$ cat src/rtl/reg_pipe_hs_if.sv
// reg_pipe_hs_if: stream bundle for the reg_pipe_hs elastic pipeline.
//
// Signals (named from the pipeline's point of view):
//   d, d_vld, d_rdy  upstream handshake into the pipe
//   q, q_vld, q_rdy  downstream handshake out of the pipe
//   sclr             synchronous clear, active-high
//   occ              number of valid stages
//
// Modports:
//   master  the environment: drives d/d_vld/q_rdy/sclr, observes the rest
//   slave   the pipeline itself
interface reg_pipe_hs_if #(
    parameter int unsigned WIDTH = 8,
    parameter int unsigned OCC_W = 2
);
    logic             sclr;
    logic [WIDTH-1:0] d;
    logic             d_vld;
    logic             d_rdy;
    logic [WIDTH-1:0] q;
    logic             q_vld;
    logic             q_rdy;
    logic [OCC_W-1:0] occ;

    modport master (
        output sclr, d, d_vld, q_rdy,
        input  d_rdy, q, q_vld, occ
    );

    modport slave (
        input  sclr, d, d_vld, q_rdy,
        output d_rdy, q, q_vld, occ
    );
endinterface

$ cat src/rtl/reg_pipe_hs.sv
// reg_pipe_hs: WIDTH-bit, DEPTH-stage register pipeline with per-stage valid bits and
// valid/ready backpressure. A stage loads whenever it is empty or its contents move on,
// so bubbles collapse toward the output and the pipe absorbs up to DEPTH words.
//
// Ports:
//   sclk   system clock, rising edge
//   rst_n  asynchronous active-low reset (clears valid bits and occupancy)
//   bus    reg_pipe_hs_if.slave: d/d_vld/d_rdy in, q/q_vld/q_rdy out, sclr, occ
//
// Optional feature: define REG_PIPE_RESET_DATA_EN to put the data registers on the
// async reset and sclr (loading RST_VAL). Without it the data registers carry no reset,
// which keeps them SRL/retiming friendly; q is then unspecified until q_vld first rises.
module reg_pipe_hs #(
    parameter int unsigned     WIDTH   = 8,
    parameter int unsigned     DEPTH   = 3,
    parameter logic [WIDTH-1:0] RST_VAL = '0,
    parameter int unsigned     OCC_W   = 2
) (
    input  logic          sclk,
    input  logic          rst_n,
    reg_pipe_hs_if.slave  bus
);

    logic [WIDTH-1:0] data_q [DEPTH];
    logic [DEPTH-1:0] vld_q;
    logic [DEPTH-1:0] adv;
    logic             any_empty;
    logic [OCC_W-1:0] occ_q;
    logic [OCC_W-1:0] occ_d;
    logic             in_xfer;
    logic             out_xfer;

    // adv[i] = ~vld[i] | adv[i+1], unrolled as "some stage at or after i is empty, or
    // the output is draining" so no signal feeds back on itself.
    always_comb begin
        any_empty = 1'b0;
        adv       = '0;
        for (int i = DEPTH - 1; i >= 0; i--) begin
            any_empty = any_empty | ~vld_q[i];
            adv[i]    = any_empty | bus.q_rdy;
        end
    end

    assign bus.d_rdy = adv[0] & ~bus.sclr & rst_n;
    assign bus.q     = data_q[DEPTH-1];
    assign bus.q_vld = vld_q[DEPTH-1];
    assign bus.occ   = occ_q;

    assign in_xfer  = bus.d_vld & bus.d_rdy;
    assign out_xfer = vld_q[DEPTH-1] & bus.q_rdy;

    // Both transfers in one cycle leave occupancy unchanged.
    always_comb begin
        occ_d = occ_q + OCC_W'(in_xfer) - OCC_W'(out_xfer);
    end

    always_ff @(posedge sclk or negedge rst_n) begin
        if (!rst_n) begin
            vld_q <= '0;
        end else if (bus.sclr) begin
            vld_q <= '0;
        end else begin
            if (adv[0]) vld_q[0] <= bus.d_vld;
            for (int i = 1; i < DEPTH; i++) begin
                if (adv[i]) vld_q[i] <= vld_q[i-1];
            end
        end
    end

    always_ff @(posedge sclk or negedge rst_n) begin
        if (!rst_n) begin
            occ_q <= '0;
        end else if (bus.sclr) begin
            occ_q <= '0;
        end else begin
            occ_q <= occ_d;
        end
    end

`ifdef REG_PIPE_RESET_DATA_EN
    always_ff @(posedge sclk or negedge rst_n) begin
        if (!rst_n) begin
            for (int i = 0; i < DEPTH; i++) data_q[i] <= RST_VAL;
        end else if (bus.sclr) begin
            for (int i = 0; i < DEPTH; i++) data_q[i] <= RST_VAL;
        end else begin
            if (adv[0]) data_q[0] <= bus.d;
            for (int i = 1; i < DEPTH; i++) begin
                if (adv[i]) data_q[i] <= data_q[i-1];
            end
        end
    end
`else
    // No reset or clear on data: a stage shifting under sclr only loads don't-care
    // values because its valid bit is cleared at the same edge.
    always_ff @(posedge sclk) begin
        if (adv[0]) data_q[0] <= bus.d;
        for (int i = 1; i < DEPTH; i++) begin
            if (adv[i]) data_q[i] <= data_q[i-1];
        end
    end
`endif

endmodule

$ cat src/flat_wrapper.sv
// flat-port wrapper written by rule: the top's interface ports become plain ports
module reg_pipe_hs_flat 
#(
    parameter int unsigned     WIDTH   = 8,
    parameter int unsigned     DEPTH   = 3,
    parameter logic [WIDTH-1:0] RST_VAL = '0,
    parameter int unsigned     OCC_W   = 2
)
  (sclk, rst_n, bus_sclr, bus_d, bus_d_vld, bus_q_rdy, bus_d_rdy, bus_q, bus_q_vld, bus_occ);
  reg_pipe_hs_if #(.WIDTH(WIDTH), .OCC_W(OCC_W)) bus_i ();
  input  logic sclk;
  input  logic rst_n;
  input wire logic [$bits(bus_i.sclr)-1:0] bus_sclr;
  input wire logic [$bits(bus_i.d)-1:0] bus_d;
  input wire logic [$bits(bus_i.d_vld)-1:0] bus_d_vld;
  input wire logic [$bits(bus_i.q_rdy)-1:0] bus_q_rdy;
  output wire logic [$bits(bus_i.d_rdy)-1:0] bus_d_rdy;
  output wire logic [$bits(bus_i.q)-1:0] bus_q;
  output wire logic [$bits(bus_i.q_vld)-1:0] bus_q_vld;
  output wire logic [$bits(bus_i.occ)-1:0] bus_occ;
  assign bus_i.sclr = bus_sclr;
  assign bus_i.d = bus_d;
  assign bus_i.d_vld = bus_d_vld;
  assign bus_i.q_rdy = bus_q_rdy;
  assign bus_d_rdy = bus_i.d_rdy;
  assign bus_q = bus_i.q;
  assign bus_q_vld = bus_i.q_vld;
  assign bus_occ = bus_i.occ;
  reg_pipe_hs #(.WIDTH(WIDTH), .DEPTH(DEPTH), .RST_VAL(RST_VAL), .OCC_W(OCC_W)) u_core (.sclk(sclk), .rst_n(rst_n), .bus(bus_i));
endmodule
$ cat config.mk
export PLATFORM = sky130hd
export DESIGN_NAME = reg_pipe_hs_flat
export DESIGN_NICKNAME = d
export VERILOG_FILES = /design/src/rtl/reg_pipe_hs_if.sv /design/src/rtl/reg_pipe_hs.sv /design/src/flat_wrapper.sv
export SDC_FILE = /design/constraint.sdc
export NUM_CORES = 1
export LEC_CHECK = 0
export CAP_MARGIN = 20
export CORE_AREA = 2 2 54 56
export CTS_CLUSTER_SIZE = 30
export DETAILED_ROUTE_END_ITERATION = 7
export DIE_AREA = 0 0 56 58
export PLACE_DENSITY = 0.66
export SYNTH_ARGS = -nofsm -noshare
export SYNTH_HDL_FRONTEND = slang
export SYNTH_SLANG_ARGS = --single-unit
$ cat constraint.sdc
create_clock -name sclk -period 1.5 [get_ports sclk]
set_clock_uncertainty 0.15 [all_clocks]
set_input_delay 0.3 -clock sclk [delete_from_list [all_inputs] [get_ports sclk]]
set_output_delay 0.3 -clock sclk [all_outputs]
set_load 0.05 [all_outputs]
==> metrics.cfg, run 1 <==
[final_layout]
design_area_um2 = 1614
final_common_cell = edfxtp_1
nNetsFinal = 106
layout-drive-gt1-share = 0.4130
diodes = 0
syn_to_final_growth_pct = 53.57
final_cell_mix = edfxtp_1 (24), buf_12 (13), clkdlybuf4s50_1 (11), buf_4 (6)

[route]
drt_pre_antenna_iters = 4
vias = 538
routed_wl_um = 1528
drc = 0
wl_per_cell_um = 12.42
drt_iter0_drc = 24
vias_per_cell = 4.374
ant_nets = 0

[sta]
min_period_ns = 1.741
slew_headroom = 0.8847
slew_viol_final = 0
fmax_mhz = 574.2
finalSetupViolCount = 20
rsz0062_at_grt = true
worst_pin_slew_ns = 0.1730
min_period_over_period = 1.161
hold_violations = 0
setup_slack_ns = -0.2415

[logic_synthesis]
synthTopCellsByArea = edfxtp_1 (69%), dfrtp_1 (12%), buf_4 (5.7%), ha_1 (2.4%), xnor3_1 (2.1%)
synth.avg_cell_area_um2 = 18.77
synth_cell_types = 15
syn_area_um2 = 1051
synthCells = 56
synth-seq-area-share = 0.8048
synth_warnings = 0
ys_seq_elements = 29
synth_top_area_share = 0.6857
synth_area_leader_cell = edfxtp_1
syn_nets = 71

[clock_tree]
h-tree-depth = 2
clkLatencyLatePin_ns = 0.31
clk_path_buf_depth = 2
root_buffer = clkbuf_4
cts_made_buffers = 5
cts-hold-fix-buffers = 0
cts_tree = done
cts_sinks = 29
path_clk_slew_ns = 0.09

[global_routing]
grt_pass1_vias = 549
grt_pass1_wl_um = 2421
grt_overflow = 0
grt_antenna_before_repair = 0
grt_max_degree = 10
grtUsageTotal = 0.1075

[setup_path]
cp-start-kind = register
critPathKind = register to output pin
arrival_ns = 1.29
cp.required_ns = 1.05
timing.rr.start = u_core.vld_q[2]
cp-startpoint = u_core.vld_q[2]
end_kind = output pin
r2r_cells = 8
timing.rr.end = u_core.bus.occ[1]
crit_path_end = bus_d_rdy
cp_max_fo = 2
r2r_slack_ns = -0.14

[placement]
dpl_cell_area_um2 = 1468
dpl_worst_slack_ns = -0.4190
port_buffers = 24
gp_congestion = 0.5770
dpl.hpwl_um = 989.3

[die]
rows = 19
start_util = 0.3947
die_h_um = 58
dieArea_um2 = 3248
core-area_um2 = 2663
pin_count = 25
die_w_um = 56

[outcome]
outcome = complete, but fails checks
violations = negative setup slack

[pwr]
p_leak_uw = 0.0006852
p_per_area_nw_per_um2 = 1103
ir_drop_mv = 1.101

[job]
maxCapViolCount = 0

[hold_path]
min_path_type = input port to async pin

-- critical path: stages, from the launching register on --
cell	delay, ns
dfrtp_2	0.42
buf_6	0.12
nand4b_4	0.07
and3b_2	0.22
buf_12	0.14
-- worst min path at each step --
stage / endpoint / slack (ns) / cells after the start
6_report: u_core.bus.occ[0] / 0.14 / 2
3_3_place_gp: u_core.data_q[0][22] / 0.25 / 0
3_5_place_dp: u_core.data_q[0][20] / 0.25 / 0
2_1_floorplan: u_core.bus.occ[0] / -0.15 / 0
5_1_grt: u_core.bus.occ[0] / 0.15 / 2
4_1_cts: u_core.vld_q[2] / 0.14 / 2
-- cells in the mapped netlist, drive strengths merged --
cell,instances
edfxtp,24
buf,8
dfrtp,5
inv,5
a21oi,3
ha,2
and2,1
and3b,1
and4b,1
nand2b,1
nand3b,1
nand4b,1
nor2,1
nor2b,1
xnor3,1
-- kinds of logic after synthesis --
kind of cell	share of synthesized area
adders and majority gates	0.02381
DFF	0.8048
and+or+nand+nor	0.06072
AOI/OAI and AO/OA	0.01428
xor gates and xnor gates	0.02143
buffers and inverters	0.07500
-- area by class of cell --
| type | count | area [um^2] |
|---|---|---|
| Fill cell | 213 | 1049 |
| Sequential cell | 29 | 848.3 |
| Timing Repair Buffer | 36 | 480.5 |
| Multi-Input combinational cell | 14 | 152.6 |
| Clock buffer | 6 | 41.29 |
| Tap cell | 31 | 38.79 |
| Clock inverter | 2 | 33.78 |
| Inverter | 5 | 18.77 |
-- power by group --
| group | internal, uW | total (uW) | leakage, uW | switching, uW |
|---|---|---|---|---|
| Combinational | 134 | 244 | 0.000328 | 110 |
| Clock | 347 | 591 | 0.0000399 | 245 |
| Sequential | 919 | 945 | 0.000318 | 25.4 |
-- flip-flops by register name (all words and copies together), names as in the netlist --
| register | count |
|---|---|
| u_core.bus.occ | 2 |
| u_core.data_q | 24 |
| u_core.vld_q | 3 |
-- routing by layer --
| layer | share of wire | routed length (um) | GRT usage |
|---|---|---|---|
| met1 | 0.34 | 527 | 0.1051 |
| met2 | 0.57 | 871 | 0.1899 |
| met3 | 0.075 | 114 | 0.04688 |
| met4 | 0.0092 | 14 | 0.06122 |
| met5 | 0 | 0 | 0 |
-- per-stage QoR --
stage,cells,setup TNS (ns),power [uW],util,hold slack [ns]
floorplan,56,-0.3854,1066,-,-0.1456
global placement,110,-3.673,1191,0.5512,0.2514
detailed placement,110,-4.529,1197,0.5512,0.2545
CTS,122,-0.6819,1787,0.5940,0.1390
global route,123,-2.441,1863,0.6062,0.1504
finish,123,-1.522,1780,0.6062,0.1413
-- what timing repair did --
action / CTS / global route
setup endpoints to repair: 3 / 13
setup buffers: 4 / 3
resized for setup: 4 / 7
pin swaps: 3 / 2
Power figures use the tool's default switching activity.
==> run 2, diff against run 1 <==
- CORE_AREA: 2 2 54 56 -> 2 2 51 53
- DIE_AREA: 0 0 56 58 -> 0 0 53 55
- PLACE_DENSITY: 0.66 -> 0.7
- SKIP_LAST_GASP: default -> 1
- clock period: 1.5 -> 1.8 ns (I/O delays scaled with it)
==> run 2 against run 1 <==
  * The flow now finishes without violations
  * Die area decreased by 10%
  * Combinational power decreased by 39%
  * Sequential power decreased by 18%
  * Critical endpoint unchanged
  * Largest cell class unchanged
  * Highest routed layer unchanged
==> metrics.cfg, run 2 (synthesis gave the netlist of run 1 again) <==
[outcome]
outcome = finished, final reports clean  ; was complete, but fails checks

[clock_tree]
clkLatencyLatePin_ns = 0.31  ; about the same
cts_tree = done  ; unchanged
path_clk_slew_ns = 0.08  ; was 0.09 ns
cts_made_buffers = 5  ; unchanged
cts_sinks = 29  ; unchanged
cts-hold-fix-buffers = 0  ; unchanged
h-tree-depth = 2  ; unchanged
clk_path_buf_depth = 2  ; unchanged
root_buffer = clkbuf_4  ; unchanged

[route]
drc = 0  ; unchanged
routed_wl_um = 1241  ; was 1528 um
vias_per_cell = 4.261  ; was 4.374
ant_nets = 0  ; unchanged
vias = 490  ; was 538
drt_pre_antenna_iters = 4  ; unchanged
wl_per_cell_um = 10.79  ; was 12.42 um
drt_iter0_drc = 4  ; was 24

[setup_path]
crit_chain = nand4b_4 -> and3b_1 -> buf_6  ; was buf_6 -> nand4b_4 -> and3b_2 -> buf_12
max_stage_delay_ns = 0.44  ; was 0.42 ns
cp-start-kind = register  ; unchanged
cp_max_fo = 4  ; was 2
arrival_ns = 1.20  ; was 1.29 ns
crit_slowest_cell = dfrtp_2  ; unchanged
cp-startpoint = u_core.vld_q[2]  ; unchanged
cp.required_ns = 1.29  ; was 1.05 ns
crit_buf_inv = 1  ; was 2
end_kind = output pin  ; unchanged
critPathKind = register to output pin  ; unchanged
cp_top_family = flip-flops  ; unchanged
timing.rr.start = u_core.vld_q[2]  ; unchanged

[pwr]
p_leak_uw = 0.0005997  ; was 0.0006852 uW
p_per_area_nw_per_um2 = 1029  ; was 1103 nW/um^2
ir_drop_mv = 0.7781  ; was 1.101 mV
total_power_uw = 1416  ; was 1780 uW

[final_layout]
final_common_cell = edfxtp_1  ; unchanged
layout-drive-gt1-share = 0.2941  ; was 0.4130
largest_reg_flops = 24  ; unchanged
regMostFlops = u_core.data_q  ; unchanged
nNetsFinal = 99  ; was 106
fin_util = 0.5820  ; was 0.6062
fill_cells = 195  ; was 213
diodes = 0  ; unchanged
syn_to_final_growth_pct = 30.95  ; was 53.57%
final_cell_mix = edfxtp_1 (24), buf_4 (15), clkdlybuf4s50_1 (11), inv_1 (5), clkbuf_4 (5)  ; was edfxtp_1 (24), buf_12 (13), clkdlybuf4s50_1 (11), buf_4 (6)
regArea_um2 = 847.1  ; was 848.3 um^2
multi_input_area_um2 = 135.1  ; was 152.6 um^2

[global_routing]
grt_overflow = 0  ; unchanged
grtUsageTotal = 0.1036  ; was 0.1075
grt_antenna_before_repair = 0  ; unchanged
grt_max_degree = 10  ; unchanged
grt_pass1_wl_um = 1897  ; was 2421 um
grt_pass1_vias = 434  ; was 549

[die]
die_h_um = 55  ; was 58 um
rows = 18  ; was 19
dieArea_um2 = 2915  ; was 3248 um^2
pin_count = 25  ; unchanged
die_w_um = 53  ; was 56 um
core-area_um2 = 2365  ; was 2663 um^2
start_util = 0.4444  ; was 0.3947

[sta]
min_period_ns = 1.714
finalSetupViolCount = 0  ; was 20
hold_violations = 0  ; unchanged
min_period_over_period = 0.9524
fmax_mhz = 583.3
slew_viol_final = 0  ; unchanged
slew_headroom = 0.7276  ; was 0.8847
rsz0062_at_grt = false  ; was true
worst_pin_slew_ns = 0.4074  ; was 0.1730 ns

[placement]
port_buffers = 24  ; unchanged
gp_congestion = 0.7624  ; was 0.5770

[hold_path]
min_path_type = input port to async pin  ; unchanged

[job]
maxCapViolCount = 0  ; unchanged

run 2: cell types whose count changed in the layout (fill, tap and decap cells not counted), sizes merged:
cell,change
buf,-7
run 2: worst paths after layout:
| check | slack [ns] | depth (start not counted) | end |
|---|---|---|---|
| worst max-delay path | 0.09 | 3 | bus_d_rdy |
| worst min-delay path | 0.22 | 2 | u_core.bus.occ[0] |
| worst max register to register | 0.24 | 6 | u_core.bus.occ[1] |
| worst min register to register | 0.27 | 0 | u_core.data_q[0][17] |
| max in group asynchronous | 1.16 | 2 | u_core.vld_q[2] |
| min in group sclk | 0.27 | 0 | u_core.data_q[0][17] |
run 2: final cells by class:
cell class	instances	area share
Tap cell	30	0.02727
Multi-Input combinational cell	14	0.09818
Inverter	5	0.01364
Clock inverter	2	0.02455
Sequential cell	29	0.6155
Timing Repair Buffer	29	0.1909
Clock buffer	6	0.03000
run 2: metal layers:
metal,track usage,wire (um)
met5,0,0
met4,0.06410,8
met3,0.07258,102
met2,0.1458,616
met1,0.1133,514
run 2: repair_timing:
action / CTS / global route
endpoints found under the setup margin: 1 / 1
hold endpoints to repair: 0 / 0
buffers inserted: 0 / 2
gates resized for setup: 3 / 0
run 2: per-stage QoR:
step | hold slack (ns) | setup slack, ns | instances | setup TNS [ns] | instance area [um^2]
2_1_floorplan | -0.08559 | 0.02490 | 56 | 0 | 1052
3_3_place_gp | 0.2538 | -0.1424 | 105 | -0.3917 | 1275
3_5_place_dp | 0.2545 | -0.1656 | 105 | -0.4784 | 1275
4_1_cts | 0.2088 | 0.03491 | 113 | 0 | 1361
5_1_grt | 0.2132 | 0.004482 | 115 | 0 | 1376
6_report | 0.2239 | 0.08570 | 115 | 0 | 1376
run 2: power breakdown:
group          leakage [uW]  internal, uW  switching (uW)
clock             0.0000399           289             200
combinational      0.000241          63.1            85.4
sequential         0.000319           765            13.4
==> patch (config.mk and constraints of run 2) <==
`WIDTH` is set to 8 in 3 places; all go to 10.
--- a/src/rtl/reg_pipe_hs_if.sv
+++ b/src/rtl/reg_pipe_hs_if.sv
@@ -10,7 +10,7 @@
 //   master  the environment: drives d/d_vld/q_rdy/sclr, observes the rest
 //   slave   the pipeline itself
 interface reg_pipe_hs_if #(
-    parameter int unsigned WIDTH = 8,
+    parameter int unsigned WIDTH = 10,
     parameter int unsigned OCC_W = 2
 );
     logic             sclr;
--- a/src/rtl/reg_pipe_hs.sv
+++ b/src/rtl/reg_pipe_hs.sv
@@ -11,7 +11,7 @@
 // async reset and sclr (loading RST_VAL). Without it the data registers carry no reset,
 // which keeps them SRL/retiming friendly; q is then unspecified until q_vld first rises.
 module reg_pipe_hs #(
-    parameter int unsigned     WIDTH   = 8,
+    parameter int unsigned     WIDTH   = 10,
     parameter int unsigned     DEPTH   = 3,
     parameter logic [WIDTH-1:0] RST_VAL = '0,
     parameter int unsigned     OCC_W   = 2
--- a/src/flat_wrapper.sv
+++ b/src/flat_wrapper.sv
@@ -1,7 +1,7 @@
 // flat-port wrapper written by rule: the top's interface ports become plain ports
 module reg_pipe_hs_flat 
 #(
-    parameter int unsigned     WIDTH   = 8,
+    parameter int unsigned     WIDTH   = 10,
     parameter int unsigned     DEPTH   = 3,
     parameter logic [WIDTH-1:0] RST_VAL = '0,
     parameter int unsigned     OCC_W   = 2
Ports: changed (resized bus_d and bus_q); port bits go from 25 to 29. No check against the original RTL was run, so the function may have changed too.
==> patch against run 2 <==
First-iteration DRC count rose to 3.5 times the old value. Hold slack worse by 9.9 ps. Clock power fell by 22%. Total power is 5.8% higher. Largest cell class unchanged. Wire length up 23%. Synthesized area increased by 19%. Combinational power is 18% higher. Sequential cell count increased by 6. Cell area up 18%. Worst setup slack got worse by 38 ps. Utilization increased by 10 points.
==> patch: results (changes against run 2) <==
stage	metric	value	unit	change
power	ir_worst_vdd	0.000775	V	-0.38%
critical_path	crit_slowest_cell	clkdlybuf4s50_1		
global_route	antenna_found_initial	0		unchanged
synthesis	synthAdderAreaFrac	2.01	%	-0.37 points
run_status	status	finished clean		
synthesis	synth.net_count	81		+14%
global_route	grt_start_max_net_pins	12		+2
place	globalplace.congestion	0.637		-16%
place	place_inst	119		+13%
critical_path	crit_family	buffers and inverters		
place	post-place-ws	-187	ps	-21.3 ps
layout	fin_nets	114		+15%
layout	fill_cells	165		-15%
global_route	grt.total_usage	13.3	%	+2.9 points
timing	slew_headroom	89.2	%	+16 points
synthesis	synth_compound_area_share	1.20	%	-0.22 points
synthesis	synthTopCellsByArea	edfxtp_1 72%, dfrtp_1 10%, buf_4 6.0%		
critical_path	max_stage_delay	520	ps	+80 ps
synthesis	yosysSeqAreaShare	82.3	%	+1.9 points
layout	drive_gt1_share	31.6	%	+2.2 points
layout	final_area	1620	µm²	+18%
synthesis	synth_area_per_cell	19.5	µm²	+3.7%
synthesis	synth_top_cells_by_count	30 x edfxtp_1, 10 x buf_4, 5 x dfrtp_1, 5 x inv_1, 3 x a21oi_1		
layout	largest_reg_flops	30		+25%
power	leakage	0.692	nW	+15%
routing	routed_via_density	4.58		+7.4%
synthesis	synthXorXnorAreaFrac	1.81	%	-0.34 points
routing	first_iter_violations	14		+10
layout	layoutNonFillerInstCount	128		+11%
place	placed_area	1550	µm²	+21%
place	io_buffers	28		+17%
critical_path	cp.arrival	1240	ps	+40 ps
global_route	grt_pass1_wl	2500	µm	+32%
synthesis	synth-edff-count	30		+25%
-- patch: cell types whose count changed after synthesis, sizes merged --
| cell | change |
|---|---|
| buf | +2 |
| edfxtp | +6 |
-- patch: timing repair --
action,4_1_cts,5_1_grt
setup buffers,0,1
resized for setup,3,0
setup endpoints to repair,1,1
-- patch: layer usage --
metal	vias to the layer above	GRT usage, %	part of all wire (%)	wire length (µm)
met5	-	0	0	0
met2	24	21.9	53	806
met1	268	13.3	39	593
li1	292	-	-	-
met4	0	6.41	0.79	12
met3	2	8.06	7.5	115
-- patch: cell type report --
type	instances	area [µm²]	share of cell area, %
Multi-Input combinational cell	14	136	8.43
Inverter	5	18.8	1.16
Clock inverter	3	15.0	0.928
Sequential cell	35	1030	63.5
Timing Repair Buffer	36	345	21.3
Clock buffer	5	37.5	2.32
Tap cell	30	37.5	2.32
-- patch: report_power, final --
part	switching (mW)	total [mW]	leakage, nW	internal (mW)
clock network	0.239	0.382	0.0263	0.143
registers	0.0153	0.942	0.383	0.927
logic	0.0990	0.174	0.283	0.0747
-- patch: kinds of logic (layout without fill, tap and decap cells) --
family / count (synthesis) / after routing
flip-flops: 35 / 35
buffers and inverters: 15 / 49
AND/OR/NAND/NOR: 8 / 8
AO/OA/AOI/OAI: 3 / 3
adder cells (fa/ha/maj): 2 / 2
XOR/XNOR: 1 / 1
-- patch: final timing paths --
| kind | startpoint | slack [ps] | to |
|---|---|---|---|
| max in group asynchronous | rst_n | 1160 | u_core.vld_q[2] |
| worst max-delay path | rst_n | 50 | bus_d_rdy |
| min in group sclk | u_core.data_q[0][17] | 280 | u_core.data_q[0][27] |
| worst min register to register | u_core.data_q[0][17] | 280 | u_core.data_q[0][27] |
| worst max register to register | u_core.vld_q[2] | 230 | u_core.bus.occ[1] |
| worst min-delay path | rst_n | 210 | u_core.bus.occ[0] |
-- patch: stage by stage --
stage	hold slack (ps)	power, mW
after floorplan	-85.6	1.07
after global placement	253	1.13
after detailed placement	255	1.13
after CTS	204	1.52
after global routing	210	1.57
final	214	1.50
